## src/rtl/csr_pkg.sv

```systemverilog
// Shared definitions for the machine-mode CSR trap sequencer: request op
// encodings, mapped CSR addresses, mstatus field positions, trap cause codes,
// csr_wen bit positions and the sequencer state type.
package csr_pkg;

  // Request op encodings (values 6 and 7 are illegal)
  localparam logic [2:0] OP_CSRRW  = 3'd0;
  localparam logic [2:0] OP_CSRRS  = 3'd1;
  localparam logic [2:0] OP_CSRRC  = 3'd2;
  localparam logic [2:0] OP_ECALL  = 3'd3;
  localparam logic [2:0] OP_EBREAK = 3'd4;
  localparam logic [2:0] OP_MRET   = 3'd5;

  // Mapped CSR addresses; everything else is illegal
  localparam logic [11:0] CSR_MSTATUS = 12'h300;
  localparam logic [11:0] CSR_MTVEC   = 12'h305;
  localparam logic [11:0] CSR_MEPC    = 12'h341;
  localparam logic [11:0] CSR_MCAUSE  = 12'h342;

  // mstatus field positions
  localparam int MSTATUS_MIE    = 3;
  localparam int MSTATUS_MPIE   = 7;
  localparam int MSTATUS_MPP_LO = 11;
  localparam int MSTATUS_MPP_HI = 12;

  // mcause values for synchronous exceptions
  localparam int CAUSE_ECALL_M    = 11;
  localparam int CAUSE_BREAKPOINT = 3;

  // csr_wen bit positions
  localparam int WEN_MEPC    = 0;
  localparam int WEN_MCAUSE  = 1;
  localparam int WEN_MSTATUS = 2;
  localparam int WEN_MTVEC   = 3;

  typedef enum logic [1:0] {
    ST_IDLE = 2'd0,
    ST_EXEC = 2'd1,
    ST_RESP = 2'd2
  } state_e;

endpackage

```

## src/rtl/csr_alu.sv

```systemverilog
// Combinational read-modify-write merge for CSRRW/CSRRS/CSRRC. Set/clear with a
// zero mask leaves the CSR untouched, signalled by write_en=0.
module csr_alu
  import csr_pkg::*;
#(
  parameter int XLEN = 32
) (
  input  logic [2:0]      op,
  input  logic [XLEN-1:0] old_val,
  input  logic [XLEN-1:0] wdata,
  output logic [XLEN-1:0] new_val,
  output logic            write_en
);

  // Merge old value with operand according to the CSR instruction flavour
  always_comb begin
    new_val  = old_val;
    write_en = 1'b0;
    case (op)
      OP_CSRRW: begin
        new_val  = wdata;
        write_en = 1'b1;
      end
      OP_CSRRS: begin
        new_val  = old_val | wdata;
        write_en = |wdata;
      end
      OP_CSRRC: begin
        new_val  = old_val & ~wdata;
        write_en = |wdata;
      end
      default: begin
        new_val  = old_val;
        write_en = 1'b0;
      end
    endcase
  end

endmodule

```

## src/rtl/csr_trap_ctrl.sv

```systemverilog
// Machine-mode CSR/trap sequencer sitting in front of the CSR register file.
// Each request is latched in IDLE, performs its CSR writes during the single
// EXEC cycle, and is reported in RESP until the consumer accepts it.
module csr_trap_ctrl
  import csr_pkg::*;
#(
  parameter int XLEN   = 32,
  parameter int ADDR_W = 12
) (
  input  logic              clk,
  input  logic              rst,
  input  logic              req_valid,
  output logic              req_ready,
  input  logic [2:0]        req_op,
  input  logic [ADDR_W-1:0] req_csr_addr,
  input  logic [XLEN-1:0]   req_wdata,
  input  logic [XLEN-1:0]   req_pc,
  output logic              resp_valid,
  input  logic              resp_ready,
  output logic [XLEN-1:0]   resp_rdata,
  output logic              resp_redirect,
  output logic [XLEN-1:0]   resp_pc,
  output logic              resp_illegal,
  input  logic [XLEN-1:0]   mepc_out,
  input  logic [XLEN-1:0]   mcause_out,
  input  logic [XLEN-1:0]   mstatus_out,
  input  logic [XLEN-1:0]   mtvec_out,
  output logic [XLEN-1:0]   mepc_in,
  output logic [XLEN-1:0]   mcause_in,
  output logic [XLEN-1:0]   mstatus_in,
  output logic [XLEN-1:0]   mtvec_in,
  output logic [3:0]        csr_wen
);

  // Clears the two low bits: mepc and trap vectors are word aligned here
  localparam logic [XLEN-1:0] ALIGN_MASK = ~XLEN'(3);

  // Trap entry: stash MIE in MPIE, disable interrupts, previous mode = M
  function automatic logic [XLEN-1:0] trap_mstatus(input logic [XLEN-1:0] s);
    logic [XLEN-1:0] r;
    r = s;
    r[MSTATUS_MPIE] = s[MSTATUS_MIE];
    r[MSTATUS_MIE]  = 1'b0;
    r[MSTATUS_MPP_HI:MSTATUS_MPP_LO] = 2'b11;
    return r;
  endfunction

  // Trap return: restore MIE from MPIE, MPIE set, MPP stays M (only mode)
  function automatic logic [XLEN-1:0] mret_mstatus(input logic [XLEN-1:0] s);
    logic [XLEN-1:0] r;
    r = s;
    r[MSTATUS_MIE]  = s[MSTATUS_MPIE];
    r[MSTATUS_MPIE] = 1'b1;
    r[MSTATUS_MPP_HI:MSTATUS_MPP_LO] = 2'b11;
    return r;
  endfunction

  state_e              state;
  logic [2:0]          op_q;
  logic [ADDR_W-1:0]   addr_q;
  logic [XLEN-1:0]     wdata_q;
  logic [XLEN-1:0]     pc_q;

  logic                sel_mstatus, sel_mtvec, sel_mepc, sel_mcause, mapped;
  logic [XLEN-1:0]     old_val;
  logic [XLEN-1:0]     alu_new;
  logic                alu_we;

  logic [XLEN-1:0]     exec_rdata;
  logic                exec_redirect;
  logic [XLEN-1:0]     exec_pc;
  logic                exec_illegal;

  assign sel_mstatus = (addr_q == ADDR_W'(CSR_MSTATUS));
  assign sel_mtvec   = (addr_q == ADDR_W'(CSR_MTVEC));
  assign sel_mepc    = (addr_q == ADDR_W'(CSR_MEPC));
  assign sel_mcause  = (addr_q == ADDR_W'(CSR_MCAUSE));
  assign mapped      = sel_mstatus | sel_mtvec | sel_mepc | sel_mcause;

  // Current value of the addressed CSR, used for rd and as the RMW source
  always_comb begin
    old_val = '0;
    if (sel_mstatus) old_val = mstatus_out;
    if (sel_mtvec)   old_val = mtvec_out;
    if (sel_mepc)    old_val = mepc_out;
    if (sel_mcause)  old_val = mcause_out;
  end

  csr_alu #(.XLEN(XLEN)) u_alu (
    .op       (op_q),
    .old_val  (old_val),
    .wdata    (wdata_q),
    .new_val  (alu_new),
    .write_en (alu_we)
  );

  // EXEC-cycle CSR write strobes/data and the response values to register
  always_comb begin
    csr_wen       = 4'b0000;
    mepc_in       = '0;
    mcause_in     = '0;
    mstatus_in    = '0;
    mtvec_in      = '0;
    exec_rdata    = '0;
    exec_redirect = 1'b0;
    exec_pc       = '0;
    exec_illegal  = 1'b0;
    if (state == ST_EXEC) begin
      // Unwritten CSRs see their own value on *_in, so a stray strobe is harmless
      mepc_in    = mepc_out;
      mcause_in  = mcause_out;
      mstatus_in = mstatus_out;
      mtvec_in   = mtvec_out;
      case (op_q)
        OP_CSRRW, OP_CSRRS, OP_CSRRC: begin
          if (mapped) begin
            exec_rdata = old_val;
            if (sel_mepc)    mepc_in    = alu_new & ALIGN_MASK;
            if (sel_mcause)  mcause_in  = alu_new;
            if (sel_mstatus) mstatus_in = alu_new;
            if (sel_mtvec)   mtvec_in   = alu_new;
            csr_wen[WEN_MEPC]    = alu_we & sel_mepc;
            csr_wen[WEN_MCAUSE]  = alu_we & sel_mcause;
            csr_wen[WEN_MSTATUS] = alu_we & sel_mstatus;
            csr_wen[WEN_MTVEC]   = alu_we & sel_mtvec;
          end else begin
            exec_illegal = 1'b1;
          end
        end
        OP_ECALL, OP_EBREAK: begin
          mepc_in    = pc_q & ALIGN_MASK;
          mcause_in  = (op_q == OP_ECALL) ? XLEN'(CAUSE_ECALL_M) : XLEN'(CAUSE_BREAKPOINT);
          mstatus_in = trap_mstatus(mstatus_out);
          csr_wen[WEN_MEPC]    = 1'b1;
          csr_wen[WEN_MCAUSE]  = 1'b1;
          csr_wen[WEN_MSTATUS] = 1'b1;
          exec_redirect = 1'b1;
          exec_pc       = mtvec_out & ALIGN_MASK;
        end
        OP_MRET: begin
          mstatus_in = mret_mstatus(mstatus_out);
          csr_wen[WEN_MSTATUS] = 1'b1;
          exec_redirect = 1'b1;
          exec_pc       = mepc_out;
        end
        default: begin
          exec_illegal = 1'b1;
        end
      endcase
    end
  end

  // Sequencer FSM with request latches and registered handshake/response outputs
  always_ff @(posedge clk or posedge rst) begin
    if (rst) begin
      state         <= ST_IDLE;
      req_ready     <= 1'b1;
      resp_valid    <= 1'b0;
      resp_rdata    <= '0;
      resp_redirect <= 1'b0;
      resp_pc       <= '0;
      resp_illegal  <= 1'b0;
      op_q          <= '0;
      addr_q        <= '0;
      wdata_q       <= '0;
      pc_q          <= '0;
    end else begin
      case (state)
        ST_IDLE: begin
          if (req_valid) begin
            op_q      <= req_op;
            addr_q    <= req_csr_addr;
            wdata_q   <= req_wdata;
            pc_q      <= req_pc;
            req_ready <= 1'b0;
            state     <= ST_EXEC;
          end
        end
        ST_EXEC: begin
          resp_rdata    <= exec_rdata;
          resp_redirect <= exec_redirect;
          resp_pc       <= exec_pc;
          resp_illegal  <= exec_illegal;
          resp_valid    <= 1'b1;
          state         <= ST_RESP;
        end
        ST_RESP: begin
          if (resp_ready) begin
            resp_valid <= 1'b0;
            req_ready  <= 1'b1;
            state      <= ST_IDLE;
          end
        end
        default: begin
          state     <= ST_IDLE;
          req_ready <= 1'b1;
        end
      endcase
    end
  end

endmodule

```

## config.mk

```make
export PLATFORM = sky130hd
export DESIGN_NAME = csr_trap_ctrl
export DESIGN_NICKNAME = d
export VERILOG_FILES = /design/src/rtl/csr_pkg.sv /design/src/rtl/csr_alu.sv /design/src/rtl/csr_trap_ctrl.sv
export SDC_FILE = /design/constraint.sdc
export NUM_CORES = 1
export LEC_CHECK = 0
export ABC_AREA = 1
export BUFFER_PORTS_ARGS = -buffer_cell sky130_fd_sc_hd__buf_2
export CORE_AREA = 2 2 160 162
export DETAILED_ROUTE_END_ITERATION = 10
export DIE_AREA = 0 0 162 164
export PLACE_DENSITY = 0.84
export SYNTH_ARGS = -nofsm -noshare
export SYNTH_HDL_FRONTEND = slang
export SYNTH_SLANG_ARGS = --single-unit
```

## constraint.sdc

```tcl
create_clock -name clk -period 5.3 [get_ports clk]
set_input_delay 0.265 -clock clk [delete_from_list [all_inputs] [get_ports clk]]
set_output_delay 0.265 -clock clk [all_outputs]
set_load 0.01 [all_outputs]
```

After elaboration in Yosys (flattened, before gate mapping)
Index checks and enable logic that the tools add are counted.
Widths: inputs -> output; s select.
{ "word_totals": {"inputBits": 211, "out_inout_bits": 200, "register_bits": 149} }
{ "op_classes": {"n_reduce_logical": 12, "eq_ne": 13, "muxes": 42, "bitwise": 11} }
{ "ops": {"columns": ["cell", "n"], "rows": [
  ["$mux 32", 19],
  ["$pmux 32 s2", 3],
  ["$pmux 32 s3", 2],
  ["$eq 12x10->1 const B", 4],
  ["$and 32x32->32", 1],
  ["$not 32->32", 1],
  ["$or 32x32->32", 1],
  ["$reduce_or 32->1", 1],
  ["$mux 4", 3],
  ["$pmux 1 s2", 4],
  ["$eq 3x2->1 const B", 2],
  ["$eq 3x3->1 const B", 2],
  ["$mux 1", 6],
  ["$pmux 2 s3", 1],
  ["$reduce_and 2->1", 3],
  ["$reduce_or 3->1", 2],
  ["$and 1x1->1", 4],
  ["$mux 2", 2],
  ["$ne 2x2->1 const B", 2],
  ["$pmux 2 s2", 1],
  ["$reduce_or 2->1", 2],
  ["$eq 3x1->1 const B", 1],
  ["$logic_not 3->1", 1],
  ["$or 1x1->1", 3],
  ["other kinds (7)", 7]
]} }

Logic depth before layout (Yosys ltp)
{ "logic_depth": {"ltp_word": 11, "ltp_mapped": 17} }

By module
From an unflattened synthesis, not the netlist that was laid out.
{ "hier_totals": {"cells_unflattened": 1753, "hier_area_um2": 10882.9} }
{ "by_module_without_submodules": {"columns": ["module", "cells_each", "n_inst", "area_per_inst_um2"], "rows": [
  ["csr_trap_ctrl", 1538, 1, 9753.1],
  ["csr_alu", 215, 1, 1129.8]
]} }

Worst setup path before layout
No wires, ideal clock.
{ "synth_path": {"kind": "reg2out", "start": "reg addr_q[5]", "end": "out mcause_in[13]", "stages_incl_launch_ff": 16, "setup_slack_ns": 3.246, "t_arrival_ns": 1.789, "cell_sequence": "dfrtp_1 > nor2_2 > nand2_2 > nor2_4 > nand2_4 > nand2_4 > buf_6 > buf_8 > nand2_1 > nand3_2 > nand2_2 > nand2_1 > nand2_1 > nand2_2 > nand3_1 > a21oi_1"} }
{ "synth_between": {"elab_chain_len": 11} }
{ "synth_rtl": {"columns": ["item", "line", "rtl"], "rows": [
  ["start: declaration", "csr_trap_ctrl.sv:60", "logic [ADDR_W-1:0] addr_q;"],
  ["start signal: assignment", "csr_trap_ctrl.sv:172", "addr_q <= req_csr_addr;"],
  ["$eq 12x10->1", "csr_trap_ctrl.sv:74", "assign sel_mstatus = (addr_q == ADDR_W'(CSR_MSTATUS));"],
  ["$mux 32", "csr_trap_ctrl.sv:83", "if (sel_mstatus) old_val = mstatus_out;"],
  ["$mux 32", "csr_trap_ctrl.sv:84", "if (sel_mtvec) old_val = mtvec_out;"],
  ["$mux 32", "csr_trap_ctrl.sv:85", "if (sel_mepc) old_val = mepc_out;"],
  ["$mux 32", "csr_trap_ctrl.sv:86", "if (sel_mcause) old_val = mcause_out;"],
  ["$and 32x32->32 / $or 32x32->32 (equally long branches)", "csr_alu.sv:29, csr_alu.sv:25", null],
  ["$pmux 32 s3", "csr_alu.sv:19", "case (op)"],
  ["$mux 32", "csr_trap_ctrl.sv:119", "if (sel_mcause) mcause_in = alu_new;"],
  ["$mux 32 (*)", "csr_trap_ctrl.sv:116", "if (mapped) begin"],
  ["$pmux 32 s2 (*)", "csr_trap_ctrl.sv:114", "case (op_q)"],
  ["$mux 32 (*)", "csr_trap_ctrl.sv:108", "if (state == ST_EXEC) begin"],
  ["end: declaration", "csr_trap_ctrl.sv:29", "output logic [XLEN-1:0] mcause_in,"]
]} }
Mark *: on every way between the ends. The rest lies on a longest branch, timed or not.

Worst setup path in the final report
{ "layout_path": {"start": "reg addr_q[1]", "end": "out mtvec_in[28]"} }
{ "layout_between": {"elab_chain_len": 11} }
{ "layout_rtl": {"columns": ["item", "line", "rtl"], "rows": [
  ["$eq 12x10->1", "csr_trap_ctrl.sv:74", null],
  ["$mux 32", "csr_trap_ctrl.sv:83", null],
  ["$mux 32", "csr_trap_ctrl.sv:84", null],
  ["$mux 32", "csr_trap_ctrl.sv:85", null],
  ["$mux 32", "csr_trap_ctrl.sv:86", null],
  ["$and 32x32->32 / $or 32x32->32 (equally long branches)", "csr_alu.sv:29, csr_alu.sv:25", null],
  ["$pmux 32 s3", "csr_alu.sv:19", null],
  ["$mux 32", "csr_trap_ctrl.sv:121", "if (sel_mtvec) mtvec_in = alu_new;"],
  ["$mux 32 (*)", "csr_trap_ctrl.sv:116", null],
  ["$mux 32 (*)", "csr_trap_ctrl.sv:114", null],
  ["$mux 32 (*)", "csr_trap_ctrl.sv:108", null],
  ["end: declaration", "csr_trap_ctrl.sv:31", "output logic [XLEN-1:0] mtvec_in,"]
]} }
Marks and branches as above.

==> results by stage <==
Yosys:
- In the post-synthesis netlist, the biggest area contributors are sky130_fd_sc_hd__dfrtp_1 (33%), sky130_fd_sc_hd__nand2_1 (17%), sky130_fd_sc_hd__o21ai_0 (14%).
- Yosys mapped a number of flops with a built-in enable equal to 0.
- The synthesized netlist devotes 0% of its cell area to XOR and XNOR gates.
- Of the post-synthesis cell area, the dominant cell type holds 33.1%.
- For this run, asynchronously set or reset flops after synthesis account for between 90% and 100%.
- The flip-flop cell with the highest count after synthesis is sky130_fd_sc_hd__dfrtp_1.
- By count the netlist is led by sky130_fd_sc_hd__nand2_1 (511), sky130_fd_sc_hd__o21ai_0 (305), sky130_fd_sc_hd__inv_1 (192), sky130_fd_sc_hd__dfrtp_1 (146), sky130_fd_sc_hd__a21oi_1 (126).
- The number of warnings issued by yosys is 0.
- Counting distinct cell types in the post-synthesis netlist gives 43.
- Of the total synthesized cell area, the portion taken by full adders, half adders and majority gates is 0%.
- Summing the areas of all and, or, nand and nor instances in the mapped netlist gives about a quarter of the synthesized area.
- The area of the mapped netlist is 11,000 sq um.
- Summing the sequential cell areas from Yosys gives 33.3% of the chip area.
- The fraction of the mapped netlist area in compound gates is 28.2%.
- The synthesized instance count is 1,745.
- Synthesis produced a netlist with a net count of 1,956.
- Multiplexer cells account for 0% of the synthesized area.
- The biggest area consumer among synthesized cells is sky130_fd_sc_hd__dfrtp_1.
- The largest family of logic cells by synthesized area is compound AO/OA/AOI/OAI gates.
- The leading cell type by number of instances after synthesis is sky130_fd_sc_hd__nand2_1.
- After synthesis the netlist holds a flip-flop and latch count of 147.
- After synthesis, the mean cell area works out to around 6.3 sq um.

Worst setup path:
- Along the worst path, the maximum fanout reaches 29.
- The critical path is of the flip-flop to primary output type.
- Data arrives at the worst endpoint at 3850 ps.
- The kind of capture point of the worst setup path is a primary output.
- The worst endpoint required time is 5040 ps.
- The critical path launch point type is a flip-flop.

Global routing:
- The wire length of the first global-routing pass is 77.2 mm.
- The aggregate global routing overflow is 0.
- The initial antenna violation count is 10.
- The global router's overall resource usage is 39.0%.
- The maximum number of pins on one net before global-route repair is a little under 100.
- The via count of the first global-routing pass was 13,000.

Pwr:
- The clock group share of total power is 16.5%.
- The sequential share of power is 25.4%.
- In this run the power density over the cells is ~530 nW/um^2.
- The maximum vdd ir drop is 351 uV.
- The combinational share of power is 58.1%.
- The analysis attributes to cell leakage a power of 7.55 nW.
- The internal power of the cells totals 0.00342 W.
- Total power for the finished layout comes to between 0.007 and 0.008 W.
- The net switching power of the design is 0.00387 W.
- Net switching is 53.1% of the power.

Drt:
- After detailed routing, the average wire length per cell comes to 22.2 um.
- The number of search-and-repair iterations in the first detailed-routing pass is 9.
- For this run, design rule violations remaining after detail routing come to 0.
- Using the TritonRoute via totals, the vias-per-cell ratio works out to 5.85.
- The remaining number of nets flagged by the antenna check after routing is 0.
- The aggregate routed wire length is around 54 mm.
- The final route contains 14,100 vias.
- The detailed router finished its first iteration with 1,807 violations.

STA:
- The number of max-slew violations in the final report was 0.
- The highest clock frequency the design can meet is 0.243 GHz.
- The final-layout worst hold slack is -55.1 ps.
- Counting I/O delays and the setup requirement, the final critical path takes 4110 ps.
- The setup total negative slack is 0 ps.
- Across all setup checks in the final design, the least slack found is ~1200 ps.
- Headroom to the max-slew limit came out at 10.8%.
- The post-route clock period utilization is 77.6%.
- At the pin with the least slew margin, the transition time is 1330 ps.
- Setup repair after global routing left no endpoint under its margin.
- The clock arrives with about 12 ps of skew.
- The count of endpoints failing hold in the final timing report is 16.
- The total of endpoints with negative setup slack in the final report is 0.

Final layout:
- The area added between synthesis and finish is 23.8%.
- The layout cell share with drive strength beyond 1 is 25.0%.
- At the end of the flow the core is filled with cells to between 50% and 60%.
- The number of nets in the layout is 2,279.

Job:
- The number of max-cap violations is 0.

CTS:
- The clock-pin slew of the registers on the worst-case setup and hold paths is about 70 ps.
- TritonCTS built the clock tree.
- The root buffer selected by CTS is sky130_fd_sc_hd__clkbuf_16.
- Counting every sink on the clock net gives 147.
- The number of cells upsized or downsized after cts is 0.
- The hold-fix buffer count after cts is 0.
- The number of buffers on the longest clock path is 2.
- The number of clock buffers added by TritonCTS is 17.
- CTS built an H-tree with a depth of 4.
- The clock insertion delay at the later pin of the skew report is 430 ps.
- Post-CTS timing repair inserted 0 buffers for setup.

Status:
- The flow ran to the end, but the final reports show violations.
- The final reports fail on negative hold slack.

Placement:
- OpenSTA, run right after detailed placement, puts the worst setup slack at 1740 ps.
- The final weighted congestion in routability-driven placement is 0.962.
- Buffers placed on the I/O ports in this run total just over 400.
- The HPWL after detailed placement is 39.2 mm.

Worst hold path:
- The worst hold-check path type is input port to async pin.

Floorplan:
- The width of the die is 162 um.
- The starting utilization of the core area is 44.5%.
- The count of boundary I/O pins is 411.
- The floorplan row count is between 50 and 60.
- The floorplan step defined a die boundary enclosing approximately 27,000 sq um.
- The placeable core region is 24,800 sq um.
- From bottom edge to top edge, the die measures between 150 and 200 um.
[power groups by stage]
stage          Clock [W]  Combinational (W)  Sequential, W
6_report         0.00120            0.00424        0.00185
3_5_place_dp           0            0.00410        0.00185
4_1_cts          0.00119            0.00411        0.00184
2_1_floorplan          0            0.00249        0.00185
5_1_grt          0.00124            0.00457        0.00190
3_3_place_gp           0            0.00402        0.00183
[flip-flops by register name, indices dropped and copies added, names as in the netlist]
register / flops
resp_valid: 1
req_ready: 1
resp_rdata: 32
resp_redirect: 1
pc_q: 30
addr_q: 12
wdata_q: 32
resp_illegal: 1
state: 2
op_q: 3
resp_pc: 32
[cell type report]
cell class                 instances  area (sq um)
antenna                            5          12.5
clock buffer                      20           447
clock inverter                    12           109
fill                            2540         11100
inverter                         199           754
multi-input combinational       1277          6070
sequential                       147          3680
tap                              330           413
timing repair buffer             426          2190
[stage by stage]
| step | std cells | area (sq um) |
|---|---|---|
| final | 2416 | 13700 |
| after floorplan | 1745 | 11000 |
| after global placement | 2379 | 13100 |
| after detailed placement | 2379 | 13100 |
| after CTS | 2411 | 13700 |
| after global routing | 2415 | 13700 |
[metal layers]
metal | track usage, % | vias up | wire length (um)
li1 | - | 6296 | -
met1 | 46.0 | 6555 | 19200
met2 | 64.1 | 1052 | 24800
met3 | 8.36 | 223 | 5660
met4 | 26.0 | 10 | 4040
met5 | 0 | - | 62
[cell usage in the layout, fill, tap and decap left out, types with 18 or more instances in the layout]
master                     netlist  final
sky130_fd_sc_hd__nand2_1       511    511
sky130_fd_sc_hd__buf_2          14    408
sky130_fd_sc_hd__o21ai_0       305    305
sky130_fd_sc_hd__inv_1         192    187
sky130_fd_sc_hd__dfrtp_1       146    146
sky130_fd_sc_hd__a21oi_1       126    126
sky130_fd_sc_hd__nor2_1         93     90
sky130_fd_sc_hd__o21bai_1       47     47
sky130_fd_sc_hd__nand3_1        42     42
sky130_fd_sc_hd__a31oi_1        34     34
sky130_fd_sc_hd__o21ai_1        30     30
sky130_fd_sc_hd__nand2_2        18     18
[critical path, stage by stage (launching register included)]
cell and delay [ps]:
sky130_fd_sc_hd__dfrtp_1 400, sky130_fd_sc_hd__inv_2 90, sky130_fd_sc_hd__nand2_2 60, sky130_fd_sc_hd__nor2_4 200, sky130_fd_sc_hd__nand3_4 380, sky130_fd_sc_hd__nor2_4 750
sky130_fd_sc_hd__inv_1 430, sky130_fd_sc_hd__buf_4 360, sky130_fd_sc_hd__o21ai_0 460, sky130_fd_sc_hd__inv_1 90, sky130_fd_sc_hd__buf_2 160
[final timing paths]
check,start,end,slack (ps),cells past startpoint
worst max-delay path,addr_q[1]$_DFFE_PP0P_,mtvec_in[28],1190,10
worst min-delay path,rst,resp_pc[0]$_DFFE_PP0P_,-60,2
worst max register to register,addr_q[1]$_DFFE_PP0P_,resp_rdata[3]$_DFFE_PP0P_,2410,9
worst min register to register,req_ready$_DFFE_PP1P_,req_ready$_DFFE_PP1P_,470,2
min in group clk,req_csr_addr[6],addr_q[6]$_DFFE_PP0P_,30,3
max in group asynchronous,rst,wdata_q[31]$_DFFE_PP0P_,3840,3
[cells by family after synthesis]
kind of cell           Yosys count
AOI/OAI and AO/OA              567
buffers and inverters          321
DFF                            147
and+or+nand+nor                710
Power figures use the tool's default switching activity.
